File: src/rtl/jk_seq_pkg.sv
// Shared encodings for the JK bank sequencer: command op-codes and FSM states.
package jk_seq_pkg;

  // Host command op-codes, as presented on cmd_op.
  typedef enum logic [1:0] {
    OP_LOAD   = 2'b00,
    OP_CLEAR  = 2'b01,
    OP_COUNT  = 2'b10,
    OP_TOGGLE = 2'b11
  } op_e;

  // Controller states: waiting for a command, or driving the bank.
  typedef enum logic {
    ST_IDLE = 1'b0,
    ST_EXEC = 1'b1
  } state_e;

endpackage : jk_seq_pkg

File: src/rtl/jk_seq_ctrl.sv
// Command-driven sequencer for a JK flip-flop bank: LOAD, CLEAR, COUNT N, TOGGLE N.
// J/K are derived combinationally from registered op/arg and the bank's Q
// feedback only, so there is no path from the command inputs to the bank.
module jk_seq_ctrl
  import jk_seq_pkg::*;
#(
  parameter int WIDTH  = 4,
  parameter int STEP_W = 8
) (
  input  logic              clk,
  input  logic              rst,
  input  logic              cmd_valid,
  output logic              cmd_ready,
  input  logic [1:0]        cmd_op,
  input  logic [WIDTH-1:0]  cmd_arg,
  input  logic [STEP_W-1:0] cmd_steps,
  input  logic [WIDTH-1:0]  q_fb,
  output logic [WIDTH-1:0]  j_out,
  output logic [WIDTH-1:0]  k_out,
  output logic              busy,
  output logic              done
);

  state_e            state_q, state_d;
  logic [STEP_W-1:0] rem_q,   rem_d;
  op_e               op_q,    op_d;
  logic [WIDTH-1:0]  arg_q,   arg_d;
  logic              done_q,  done_d;

  logic              count_carry;

  // Next-state: accept in IDLE, count down remaining drive cycles in EXEC.
  always_comb begin
    // NOTE: every variable gets a default first so no path leaves it unassigned (no latch).
    state_d = state_q;
    rem_d   = rem_q;
    op_d    = op_q;
    arg_d   = arg_q;
    done_d  = 1'b0;

    unique case (state_q)
      ST_IDLE: begin
        if (cmd_valid) begin
          op_d  = op_e'(cmd_op);
          arg_d = cmd_arg;
          unique case (op_e'(cmd_op))
            OP_LOAD, OP_CLEAR: begin
              rem_d   = STEP_W'(1);
              state_d = ST_EXEC;
            end
            default: begin
              // A zero-step COUNT/TOGGLE completes without ever driving the bank.
              if (cmd_steps == '0) begin
                rem_d  = '0;
                done_d = 1'b1;
              end else begin
                rem_d   = cmd_steps;
                state_d = ST_EXEC;
              end
            end
          endcase
        end
      end

      ST_EXEC: begin
        rem_d = rem_q - STEP_W'(1);
        if (rem_q == STEP_W'(1)) begin
          state_d = ST_IDLE;
          done_d  = 1'b1;
        end
      end

      default: state_d = ST_IDLE;
    endcase
  end

  // State register; reset aborts any command in flight without a done pulse.
  always_ff @(posedge clk or posedge rst) begin
    if (rst) begin
      state_q <= ST_IDLE;
      rem_q   <= '0;
      op_q    <= OP_LOAD;
      arg_q   <= '0;
      done_q  <= 1'b0;
    end else begin
      // NOTE: non-blocking assignments so every flop samples pre-edge values.
      state_q <= state_d;
      rem_q   <= rem_d;
      op_q    <= op_d;
      arg_q   <= arg_d;
      done_q  <= done_d;
    end
  end

  // Bank drive: zero (hold) outside EXEC, otherwise per latched op.
  always_comb begin
    j_out       = '0;
    k_out       = '0;
    count_carry = 1'b1;
    if (state_q == ST_EXEC) begin
      unique case (op_q)
        OP_LOAD: begin
          j_out = arg_q;
          k_out = ~arg_q;
        end
        OP_CLEAR: begin
          j_out = '0;
          k_out = '1;
        end
        OP_COUNT: begin
          // Ripple-carry up-counter: bit i toggles when all lower bits are 1.
          for (int i = 0; i < WIDTH; i++) begin
            j_out[i]    = count_carry;
            k_out[i]    = count_carry;
            count_carry = count_carry & q_fb[i];
          end
        end
        default: begin
          j_out = arg_q;
          k_out = arg_q;
        end
      endcase
    end
  end

  assign cmd_ready = (state_q == ST_IDLE);
  assign busy      = (state_q == ST_EXEC);
  assign done      = done_q;

endmodule : jk_seq_ctrl

File: config.mk
export PLATFORM = sky130hd
export DESIGN_NAME = jk_seq_ctrl
export DESIGN_NICKNAME = d
export VERILOG_FILES = /design/src/rtl/jk_seq_pkg.sv /design/src/rtl/jk_seq_ctrl.sv
export SDC_FILE = /design/constraint.sdc
export NUM_CORES = 1
export LEC_CHECK = 0
export CORE_ASPECT_RATIO = 1.75
export CORE_MARGIN = 2
export CORE_UTILIZATION = 25
export CTS_BUF_LIST = sky130_fd_sc_hd__clkbuf_4 sky130_fd_sc_hd__clkbuf_8
export CTS_CLUSTER_SIZE = 12
export DETAILED_ROUTE_END_ITERATION = 10
export PLACE_DENSITY_LB_ADDON = 0.3
export RECOVER_POWER = 100
export SYNTH_ARGS = -nofsm -noshare
export SYNTH_HDL_FRONTEND = slang
export SYNTH_SLANG_ARGS = --single-unit
File: constraint.sdc
create_clock -name clk -period 3.1 [get_ports clk]
set_clock_uncertainty 0.1 [all_clocks]
set_input_delay 0.31 -clock clk [delete_from_list [all_inputs] [get_ports clk]]
set_output_delay 0.31 -clock clk [all_outputs]
set_load 0.05 [all_outputs]
Word level (Yosys, flattened, before mapping)
Index checks and enable logic that the tools add are counted.
- flip-flop bits (word level): 16
- bits of input ports: 21
- output and inout bits: 11
- word-level logic and storage cells: 38
- add/subtract/negate cells: 1
- equality and inequality tests: 5
- mux-type cells: 18
- bitwise gates (word level): 4
- reductions and logical operators: 5
- operator list (cell ; count):
    $mux W8 ; 3
    $pmux W8 S2 ; 1
    $pmux W4 S3 ; 1
    $eq A8 B1 Y1 const B ; 1
    $logic_not A8 Y1 ; 1
    $mux W1 ; 8
    $mux W4 ; 2
    $pmux W4 S2 ; 1
    $sub A8 B1 Y8 const B ; 1
    $eq A2 B1 Y1 const B ; 2
    $logic_not A2 Y1 ; 2
    $not A4 Y4 ; 1
    $pmux W1 S2 ; 2
    $and A1 B1 Y1 ; 2
    $eq A2 B2 Y1 const B ; 1
    $ne A2 B2 Y1 const B ; 1
    $reduce_and A2 Y1 ; 1
    $reduce_or A2 Y1 ; 1
    $not A1 Y1 ; 1

Longest topological paths before layout
Gate-level depths: netlist of run 1.
- depth in word-level cells: 5
- depth in mapped cells: 5

Worst setup path after synthesis of run 1
Ideal clock, no wire load.
- kind: reg2out
- from: register state_q (netlist: busy)
- to: output k_out[2]
- data arrival time: 2.381 ns
- required time: 2.690 ns
- slack: 0.309 ns
- cell stages (with the launch flop): 4
- path buffers: 1
- cells stage by stage: dfrtp_1 > buf_2 > inv_1 > a211oi_1
- word-level cells in the longest chain between the ends: 1
- ends and longest elaborated chain (what ; line ; text):
    start: declaration ; jk_seq_ctrl.sv:24 ; state_e state_q, state_d;
    start signal: assignment ; jk_seq_ctrl.sv:87 ; state_q <= state_d;
    $mux W4 ; jk_seq_ctrl.sv:100 ; if (state_q == ST_EXEC) begin
    end: declaration ; jk_seq_ctrl.sv:19 ; output logic [WIDTH-1:0] k_out,
No other way between the ends.

Worst setup path in the final report of run 1
- from: register op_q[0]
- to: output k_out[2]
- word-level cells in the longest chain between the ends: 3
- elaborated cells between the ends (all ways): 5
- classes of those cells: eq/ne (2); mux (2); reduce/logical (1)
- ends and longest elaborated chain (what ; line ; text):
    start: declaration ; jk_seq_ctrl.sv:26 ; op_e op_q, op_d;
    start signal: assignment ; jk_seq_ctrl.sv:89 ; op_q <= op_d;
    $eq A2 B2 Y1 (tied with other cells) ; - ;
    $pmux W4 S3 (*) ; jk_seq_ctrl.sv:101 ; unique case (op_q)
    $mux W4 (*) ; jk_seq_ctrl.sv:100 ;
Mark *: on every way between the ends. The rest lies on a longest branch, timed or not.

==> parameters.txt, run 1 <==
Parameter                              Value

Layout
  Count of antenna diodes in the layout    0
  Net count of the finished layout    182
  Area added between synthesis and finish    36.0%
  Leading cell type in the layout, fill and taps excluded    sky130_fd_sc_hd__clkdlybuf4s50_1
  Commonest non-fill, non-tap cells in the layout    sky130_fd_sc_hd__clkdlybuf4s50_1 (17), sky130_fd_sc_hd__dfrtp_1 (16), sky130_fd_sc_hd__nand2_1 (15)
  Design area    0.00143 mm2
  Ratio of cells with drive above 1 in the final layout    3.27%

GRT
  Number of global-route vias before repair    1053
  Met1 usage in global routing    14.3%
  Met3 track demand over resource in global routing    1.50%
  Wire length of the first global-routing pass    4600 um
  Peak-usage layer in the global routing report    met2
  GRT Util Overall    12.6%
  Global-route congestion overflow total    0
  Largest net degree at the start of global routing    17
  Antenna violations before repair    0
  Global routing met2 resource utilization    21.9%

Setup path
  Crit path cell chain    inv_1 -> ha_1 -> and3_1 -> a2111oi_0 -> a211oi_1 -> dlygate4sd3_1
  Critical Path Start Type    flop
  Maximum fanout along the worst path    4
  Cell type of the slowest stage on the worst timing path    sky130_fd_sc_hd__dlygate4sd3_1
  Required arrival time at the worst endpoint    2690 ps
  Critical Setup Path Class    reg2out
  Count of cells along the worst register-to-register path    5
  Data arrival at the endpoint of the critical path    2410 ps
  Largest incremental delay on the critical path    780 ps
  Kind of end point of the critical path    primary output

STA
  Final setup violating endpoints    0
  Least-Margin Pin Slew    599 ps
  Post-layout minimum cycle time    2820 ps
  Slew Viols, Final    0
  Normalized max-slew margin    60.0%
  Max frequency    355 MHz
  Aggregate negative setup slack    0 ps
  Number of hold violations in the final report    0
  Portion of the clock cycle consumed by the worst path in the final layout    90.8%
  Setup repair after global routing missed its margin    no
  Slack of the critical path    284 ps

Power and ir drop
  PwrDens    1110 mW/mm2
  Comb power frac    64.4%
  Net switching power    831 uW
  Cell internal power dissipation    758 uW
  Switching portion of total power    52.3%
  Sequential share of power    26.2%
  LEAKAGE    0.617 nW
  Worst ir drop on vdd    688 uV
  Portion of total power attributed to the clock network    9.4%

Clocking
  TritonCTS clock tree    yes
  H-tree Lvls    1
  Number of sinks driven by the clock tree    16
  Quantity of hold-fixing buffers added after cts    0
  Post-CTS Setup Repair Bufs    0
  Number of buffers on the longest clock path    2
  Insertion delay of the later-clocked pin in the worst-skew pair    240 ps
  Post-CTS Resized    0
  Number of buffers created by CTS    3
  Clock-pin slew of the registers on the worst-case setup and hold paths    60 ps
  Clock Tree Root    sky130_fd_sc_hd__clkbuf_8

Die
  Core Area    0.00407 mm2
  Chip Width    53.0 um
  Top Ports    32
  FP Rows    31
  Vertical die dimension    89.8 um
  Total Die Area    0.00476 mm2
  Initial core utilization    25.8%

Flow run
  Max-cap viol count    0

Detailed routing
  Vias    1029
  Wirelength per Cell    13.0 um
  Detailed-router iteration count before antenna repair    4
  Post-route antenna net violation count    0
  Total wirelength of the detailed-routed design    2630 um
  Average via count per standard cell    5.09
  Remaining design rule violation count    0
  Initial drt markers    20

Synth
  Count of cell types in the netlist    34
  Leading area contributor after synthesis    sky130_fd_sc_hd__dfrtp_1
  Ys flop type    sky130_fd_sc_hd__dfrtp_1
  Async set or reset register ratio after synthesis    100%
  Nets in the synthesized netlist    152
  Post-synth EDFFs    0
  Post-synthesis cell area    0.00105 mm2
  FF+latch count, synth    16
  Synth Instances    125
  Count of yosys warnings during synthesis    0
  Biggest area contributors in the synthesized netlist    sky130_fd_sc_hd__dfrtp_1 (38%), sky130_fd_sc_hd__ha_1 (7.1%), sky130_fd_sc_hd__nand2_1 (5.4%), sky130_fd_sc_hd__a21oi_1 (4.3%), sky130_fd_sc_hd__o21ai_0 (4.3%)
  Sequential area share after synthesis    38.0%
  Mean instance size in the synthesized netlist    8.42 um2
  Share of the synthesized area in the top cell type    38.0%

Placed design
  Number of port buffers    30
  Area after detailed placement    0.00140 mm2
  RD Place Congestion    0.836
  HPWL Detailed    2090 um
  Pre-CTS setup slack    518 ps

Hold path
  Worst min-delay path class    reg2reg
  Hold path cells    2

Outcome
  Status    completed
cells by family after synthesis:
logic type	Yosys count	synth area share, %
and+or+nand+nor	46	23.1
AOI/OAI and AO/OA	34	20.9
buffers and inverters	19	7.25
DFF	16	38.0
adders and majority gates	6	7.13
xor gates and xnor gates	2	1.66
muxes	2	1.90
power groups by stage:
stage	sequential, mW	clock (mW)	combinational, mW
detailed placement	0.417	0	1.07
CTS	0.415	0.156	1.08
finish	0.416	0.150	1.02
global placement	0.414	0	1.06
floorplan	0.385	0	0.787
global route	0.427	0.169	1.12
state kept, by name, indices dropped and copies added, names as in the netlist:
name	count
arg_q	4
busy	1
done	1
op_q	2
rem_q	8
metrics by stage:
stage / power [mW] / hold slack [ps] / util [%] / cells
after floorplan: 1.17 / 124 / - / 125
after global placement: 1.48 / 409 / 34.3 / 199
after detailed placement: 1.49 / 420 / 34.3 / 199
after CTS: 1.65 / 361 / 35.3 / 202
after global routing: 1.72 / 469 / 35.1 / 202
final: 1.59 / 427 / 35.1 / 202
synth_stat cells, types with 4 or more instances:
cell type,count
sky130_fd_sc_hd__a211oi_1,4
sky130_fd_sc_hd__a21oi_1,9
sky130_fd_sc_hd__and3_1,5
sky130_fd_sc_hd__buf_2,4
sky130_fd_sc_hd__dfrtp_1,16
sky130_fd_sc_hd__ha_1,6
sky130_fd_sc_hd__inv_1,12
sky130_fd_sc_hd__nand2_1,15
sky130_fd_sc_hd__nand3_1,6
sky130_fd_sc_hd__nor2_1,4
sky130_fd_sc_hd__nor3_1,4
sky130_fd_sc_hd__o21ai_0,9
worst max-delay path: cells and delay by family (launching register included):
family,cells,cell delay (ps)
AND/OR/NAND/NOR,1,190
buffers and inverters,2,860
flip-flops,1,370
adder cells (fa/ha/maj),1,240
AO/OA/AOI/OAI,2,500
routing by layer:
layer  share of wire (%)  vias to the layer above  wire [um]
met4                 2.0                        0         53
met1                  39                      493       1040
met5                   0                        -          0
li1                    -                      504          -
met3                 4.9                        4        130
met2                  54                       28       1410
area by class of cell:
class                   instances  area [um2]
clock buffers                   3        41.3
inverters                      12        45.0
well taps                      49        61.3
multi-input cells              90         576
fillers                       432        2640
flip-flops and latches         16         400
repair buffers                 32         308
path summary, 6_finish.rpt:
path	start	endpoint	slack (ps)
min	arg_q[1]$_DFFE_PP0P_	arg_q[1]$_DFFE_PP0P_	430
min reg2reg	arg_q[1]$_DFFE_PP0P_	arg_q[1]$_DFFE_PP0P_	430
max	op_q[0]$_DFFE_PP0P_	k_out[2]	280
max reg2reg	busy$_DFF_PP0_	rem_q[7]$_DFFE_PP0P_	1190
min in group asynchronous	rst	rem_q[5]$_DFFE_PP0P_	480
max in group asynchronous	rst	arg_q[1]$_DFFE_PP0P_	2040
Power figures use the tool's default switching activity.
==> inputs of run 2 (changes only) <==
CORE_MARGIN = default   (was 2)
==> run 2 against run 1 <==
Register-to-register slack worse by 70 ps. Non-clock buffer count unchanged. Final area up 0.87%. Critical path depth unchanged. Sequential share of layout area down 0.24 points. Clock-buffer cell count up 1. Highest routed layer unchanged. Wire length up 0.76%. First-iteration DRC count up 80%. Die area down 5.9%. Clock power up 23%. Largest power group unchanged.
==> parameters.txt, run 2 (synthesis gave the netlist of run 1 again) <==
Parameter                              Value

Clocking
  Post-CTS Resized    0 (unchanged)
  Clock Tree Root    sky130_fd_sc_hd__clkbuf_8 (unchanged)
  Number of sinks driven by the clock tree    16 (unchanged)
  Number of buffers on the longest clock path    2 (unchanged)
  Number of buffers created by CTS    3 (unchanged)
  H-tree Lvls    1 (unchanged)
  TritonCTS clock tree    yes (unchanged)
  Clock-pin slew of the registers on the worst-case setup and hold paths    60 ps (about the same)
  Quantity of hold-fixing buffers added after cts    0 (unchanged)
  Insertion delay of the later-clocked pin in the worst-skew pair    250 ps (was 240 ps)
  Post-CTS Setup Repair Bufs    0 (unchanged)

Placed design
  Number of port buffers    30 (unchanged)
  Pre-CTS setup slack    514 ps (was 518 ps)
  HPWL Detailed    2080 um (was 2090 um)
  RD Place Congestion    0.858 (was 0.836)

Detailed routing
  Wirelength per Cell    13.1 um (was 13.0 um)
  Detailed-router iteration count before antenna repair    4 (unchanged)
  Total wirelength of the detailed-routed design    2650 um (was 2630 um)
  Remaining design rule violation count    0 (unchanged)
  Average via count per standard cell    5.17 (was 5.09)
  Vias    1044 (was 1029)
  Initial drt markers    36 (was 20)
  Post-route antenna net violation count    0 (unchanged)

Layout
  Leading cell type in the layout, fill and taps excluded    sky130_fd_sc_hd__clkdlybuf4s50_1 (unchanged)
  Count of antenna diodes in the layout    0 (unchanged)
  Net count of the finished layout    182 (unchanged)
  Area added between synthesis and finish    37.2% (was 36.0%)
  Ratio of cells with drive above 1 in the final layout    3.90% (was 3.27%)
  Number of flip-flops in the largest register    8 (unchanged)
  Commonest non-fill, non-tap cells in the layout    sky130_fd_sc_hd__clkdlybuf4s50_1 (18), sky130_fd_sc_hd__dfrtp_1 (16), sky130_fd_sc_hd__nand2_1 (15) (was sky130_fd_sc_hd__clkdlybuf4s50_1 (17), sky130_fd_sc_hd__dfrtp_1 (16), sky130_fd_sc_hd__nand2_1 (15))
  Largest reg by FF count    rem_q (unchanged)
  Top flop regs    rem_q: 8 flops, arg_q: 4 flops, op_q: 2 flops (unchanged)

Power and ir drop
  LEAKAGE    0.624 nW (was 0.617 nW)
  PwrDens    1130 mW/mm2 (was 1110 mW/mm2)
  Worst ir drop on vdd    643 uV (was 688 uV)

STA
  Final setup violating endpoints    0 (unchanged)
  Normalized max-slew margin    58.8% (was 60.0%)
  Slew Viols, Final    0 (unchanged)
  Hold Worst Slack    439 ps (was 427 ps)
  Number of hold violations in the final report    0 (unchanged)
  Least-Margin Pin Slew    617 ps (was 599 ps)
  Post-layout minimum cycle time    2770 ps (was 2820 ps)
  Setup repair after global routing missed its margin    no (unchanged)
  Slack of the critical path    331 ps (was 284 ps)
  Max frequency    361 MHz (was 355 MHz)
  Portion of the clock cycle consumed by the worst path in the final layout    89.3% (was 90.8%)
  Aggregate negative setup slack    0 ps (unchanged)

Hold path
  Startpoint of the tightest hold check path    arg_q[1]$_DFFE_PP0P_ (unchanged)
  Worst min-delay path class    reg2reg (unchanged)
  Worst-case hold path end point    arg_q[1]$_DFFE_PP0P_ (unchanged)
  Hold path cells    2 (unchanged)

Die
  Initial core utilization    26.7% (was 25.8%)
  FP Rows    30 (was 31)
  Chip Width    51.0 um (was 53.0 um)
  Top Ports    32 (unchanged)
  Core Area    0.00394 mm2 (was 0.00407 mm2)
  Total Die Area    0.00448 mm2 (was 0.00476 mm2)
  Vertical die dimension    87.8 um (was 89.8 um)

Setup path
  Reg-to-reg critical path startpoint    busy$_DFF_PP0_ (unchanged)
  Cell type of the slowest stage on the worst timing path    sky130_fd_sc_hd__dlygate4sd3_1 (unchanged)
  Count of cells along the worst register-to-register path    5 (unchanged)
  Crit Reg-Reg Endpoint    rem_q[7]$_DFFE_PP0P_ (unchanged)
  Crit path cell chain    inv_1 -> ha_1 -> and3_1 -> a2111oi_0 -> a211oi_1 -> dlygate4sd3_1 (unchanged)
  Data arrival at the endpoint of the critical path    2360 ps (was 2410 ps)
  Required arrival time at the worst endpoint    2690 ps (about the same)
  Maximum fanout along the worst path    4 (unchanged)
  Critical Path Start Type    flop (unchanged)
  Largest incremental delay on the critical path    890 ps (was 780 ps)
  Kind of end point of the critical path    primary output (unchanged)
  Critical Setup Path Class    reg2out (unchanged)
  Setup slack of the worst register-to-register path    1120 ps (was 1190 ps)

Outcome
  Status    completed (unchanged)

GRT
  Antenna violations before repair    0 (unchanged)
  Wire length of the first global-routing pass    4250 um (was 4600 um)
  GRT Util Overall    12.6% (about the same)
  Global-route congestion overflow total    0 (unchanged)
  Number of global-route vias before repair    982 (was 1053)
  Largest net degree at the start of global routing    17 (unchanged)

Flow run
  Max-cap viol count    0 (unchanged)
## run 2: changes by cell type in the layout (fill, tap and decap cells not counted), sizes merged
cell           previous run  this run
dlygate4sd3              13        12
clkdlybuf4s50            17        18
clkbuf                    5         6
## run 2: critical path, delay by kind of cell (launching register included)
family	cells	cell delay, ps
compound gates	2	280
flops	1	400
buf+inv	2	990
fa+ha+maj	1	210
simple gates	1	220
## run 2: power breakdown
| part | switching [mW] | internal [mW] | leakage [nW] |
|---|---|---|---|
| logic | 0.664 | 0.367 | 0.404 |
| registers | 0.110 | 0.305 | 0.191 |
| clock network | 0.0724 | 0.113 | 0.0288 |
| total | 0.847 | 0.785 | 0.624 |
## run 2: per-layer routing
layer | global-route usage, % | vias up | share of wire, %
met5 | 0 | - | 0
met4 | 6.06 | 0 | 1.7
met3 | 1.56 | 4 | 4.2
met2 | 24.8 | 33 | 55
met1 | 12.5 | 499 | 39
li1 | - | 508 | -
## run 2: through the flow
| step | power (mW) | utilization (%) | cells | cell area [um2] |
|---|---|---|---|---|
| global placement | 1.47 | 35.4 | 198 | 1400 |
| CTS | 1.68 | 36.8 | 202 | 1450 |
| detailed placement | 1.49 | 35.4 | 198 | 1400 |
| global route | 1.75 | 36.6 | 202 | 1440 |
| finish | 1.63 | 36.6 | 202 | 1440 |
| floorplan | 1.17 | - | 125 | 1050 |
## run 2: final cells by class
cell class	count	area, um2
repair buffers	32	308
flip-flops and latches	16	400
clock buffers	4	55.1
fillers	434	2500
multi-input cells	90	576
inverters	12	45.0
well taps	48	60.1
## run 2: how the worst max path moves through the flow
stage,start,end,slack [ps],cells past startpoint
final,op_q[0]$_DFFE_PP0P_,k_out[2],330,6
after global routing,op_q[0]$_DFFE_PP0P_,k_out[2],200,6
after CTS,op_q[0]$_DFFE_PP0P_,k_out[2],360,6
after detailed placement,q_fb[0],k_out[2],510,5
after global placement,q_fb[0],k_out[2],540,5
after floorplan,busy$_DFF_PP0_,k_out[2],310,3
==> inputs of run 3 (changes only) <==
HOLD_SLACK_MARGIN = 0.1   (was default)
MAX_ROUTING_LAYER = met4   (was default)
==> run 3 against run 2 <==
Via count down 1.1%. Utilization unchanged. Fmax about the same. Register-to-register slack worse by 20 ps.
==> parameters.txt, run 3 (synthesis gave the netlist of run 1 again) <==
Parameter                              Value

STA
  Post-layout minimum cycle time    2770 ps (about the same)
  Setup repair after global routing missed its margin    no (unchanged)
  Final setup violating endpoints    0 (unchanged)
  Aggregate negative setup slack    0 ps (unchanged)
  Slew Viols, Final    0 (unchanged)
  Least-Margin Pin Slew    618 ps (was 617 ps)
  Normalized max-slew margin    58.8% (about the same)
  Slack of the critical path    331 ps (about the same)
  Number of hold violations in the final report    0 (unchanged)
  Portion of the clock cycle consumed by the worst path in the final layout    89.3% (about the same)
  Max frequency    361 MHz (about the same)

Detailed routing
  Initial drt markers    29 (was 36)
  Post-route antenna net violation count    0 (unchanged)
  Total wirelength of the detailed-routed design    2650 um (about the same)
  Average via count per standard cell    5.11 (was 5.17)
  Remaining design rule violation count    0 (unchanged)
  Detailed-router iteration count before antenna repair    4 (unchanged)
  Vias    1033 (was 1044)
  Wirelength per Cell    13.1 um (about the same)

Setup path
  Crit path cell chain    inv_1 -> ha_1 -> and3_1 -> a2111oi_0 -> a211oi_1 -> dlygate4sd3_1 (unchanged)
  Largest incremental delay on the critical path    890 ps (about the same)
  Setup slack of the worst register-to-register path    1100 ps (was 1120 ps)
  Critical Path Start    op_q[0]$_DFFE_PP0P_ (unchanged)
  Data arrival at the endpoint of the critical path    2360 ps (about the same)
  End point of the critical path    k_out[2] (unchanged)
  Crit Reg-Reg Endpoint    rem_q[7]$_DFFE_PP0P_ (unchanged)
  Count of cells along the worst register-to-register path    5 (unchanged)
  Critical Setup Path Class    reg2out (unchanged)
  Kind of end point of the critical path    primary output (unchanged)
  Critical Path Start Type    flop (unchanged)
  Maximum fanout along the worst path    4 (unchanged)
  Reg-to-reg critical path startpoint    busy$_DFF_PP0_ (unchanged)
  Cell type of the slowest stage on the worst timing path    sky130_fd_sc_hd__dlygate4sd3_1 (unchanged)
  Required arrival time at the worst endpoint    2690 ps (about the same)

Clocking
  Post-CTS Setup Repair Bufs    0 (unchanged)
  Quantity of hold-fixing buffers added after cts    0 (unchanged)
  H-tree Lvls    1 (unchanged)
  Post-CTS Resized    0 (unchanged)
  Number of buffers created by CTS    3 (unchanged)
  Number of sinks driven by the clock tree    16 (unchanged)
  Number of buffers on the longest clock path    2 (unchanged)
  Clock Tree Root    sky130_fd_sc_hd__clkbuf_8 (unchanged)
  Clock-pin slew of the registers on the worst-case setup and hold paths    60 ps (about the same)
  Insertion delay of the later-clocked pin in the worst-skew pair    250 ps (about the same)
  TritonCTS clock tree    yes (unchanged)

Power and ir drop
  LEAKAGE    0.624 nW (unchanged)
  Net switching power    846 uW (was 847 uW)
  Switching portion of total power    51.9% (about the same)
  PwrDens    1130 mW/mm2 (about the same)
  Portion of total power attributed to the clock network    11.4% (was 11.3%)
  Sequential share of power    25.5% (about the same)
  Comb power frac    63.2% (about the same)
  Worst ir drop on vdd    643 uV (about the same)
  Cell internal power dissipation    785 uW (about the same)

Layout
  Number of flip-flops in the largest register    8 (unchanged)
  Net count of the finished layout    182 (unchanged)
  Commonest non-fill, non-tap cells in the layout    sky130_fd_sc_hd__clkdlybuf4s50_1 (18), sky130_fd_sc_hd__dfrtp_1 (16), sky130_fd_sc_hd__nand2_1 (15) (unchanged)
  Area added between synthesis and finish    37.2% (unchanged)
  Post-Route Utilization    36.6% (unchanged)
  Count of antenna diodes in the layout    0 (unchanged)
  Fill count    434 (unchanged)
  Leading cell type in the layout, fill and taps excluded    sky130_fd_sc_hd__clkdlybuf4s50_1 (unchanged)
  Ratio of cells with drive above 1 in the final layout    3.90% (unchanged)
  Largest reg by FF count    rem_q (unchanged)
  Final std cells w/o fill    202 (unchanged)
  Top flop regs    rem_q: 8 flops, arg_q: 4 flops, op_q: 2 flops (unchanged)

Placed design
  HPWL Detailed    2080 um (unchanged)
  Pre-CTS setup slack    514 ps (unchanged)
  Number of port buffers    30 (unchanged)
  RD Place Congestion    0.871 (was 0.858)
  Number of cells after detailed placement    198 (unchanged)

GRT
  Number of global-route vias before repair    980 (was 982)
  Global-route congestion overflow total    0 (unchanged)
  GRT Util Overall    13.0% (was 12.6%)
  Antenna violations before repair    0 (unchanged)
  Wire length of the first global-routing pass    4260 um (was 4250 um)
  Largest net degree at the start of global routing    17 (unchanged)

Die
  Initial core utilization    26.7% (unchanged)
  FP Rows    30 (unchanged)
  Vertical die dimension    87.8 um (unchanged)
  Total Die Area    0.00448 mm2 (unchanged)
  Top Ports    32 (unchanged)
  Chip Width    51.0 um (unchanged)
  Core Area    0.00394 mm2 (unchanged)

Outcome
  Status    completed (unchanged)

Flow run
  Max-cap viol count    0 (unchanged)

Hold path
  Worst min-delay path class    reg2reg (unchanged)
  Startpoint of the tightest hold check path    arg_q[1]$_DFFE_PP0P_ (unchanged)
[run 3: cell counts in the layout (fill, tap and decap cells not counted)]
No cell type changed its count.
[run 3: power groups by stage]
stage / clock network (mW) / registers [mW] / logic (mW)
after global routing: 0.204 / 0.431 / 1.11
after CTS: 0.191 / 0.414 / 1.08
after floorplan: 0 / 0.385 / 0.787
final: 0.185 / 0.415 / 1.03
after global placement: 0 / 0.416 / 1.06
after detailed placement: 0 / 0.416 / 1.08
[run 3: final cells by class]
type	count	area [um2]	share of cell area (%)
well taps	48	60.1	4.16
clock buffers	4	55.1	3.81
flip-flops and latches	16	400	27.7
inverters	12	45.0	3.12
repair buffers	32	308	21.3
multi-input cells	90	576	39.9
[run 3: metal layers]
metal	track usage, %	up-vias	part of all wire, %	routed length (um)
met5	-	-	0	0
met1	12.5	489	39	1030
li1	-	506	-	-
met2	24.8	34	55	1460
met4	6.06	0	1.7	44
met3	1.56	4	4.2	110
[run 3: worst max-delay path: cells and delay by family (launching register included)]
kind / cells / cell delay, ps
flops: 1 / 400
compound gates: 2 / 280
fa+ha+maj: 1 / 210
simple gates: 1 / 220
buf+inv: 2 / 990
[run 3: worst min-delay path by stage]
stage                     slack (ps)                    to  cells past startpoint
final                            440  arg_q[1]$_DFFE_PP0P_                      2
after global routing             460  arg_q[1]$_DFFE_PP0P_                      2
after CTS                        380   op_q[1]$_DFFE_PP0P_                      2
after detailed placement         430  arg_q[1]$_DFFE_PP0P_                      2
after global placement           410  arg_q[1]$_DFFE_PP0P_                      2
after floorplan                  120  arg_q[0]$_DFFE_PP0P_                      1
[run 3: through the flow]
stage	hold WS (ps)	power [mW]	cell area (um2)
finish	439	1.63	1440
global route	462	1.75	1440
CTS	381	1.68	1450
detailed placement	426	1.49	1400
global placement	407	1.47	1400
floorplan	124	1.17	1050
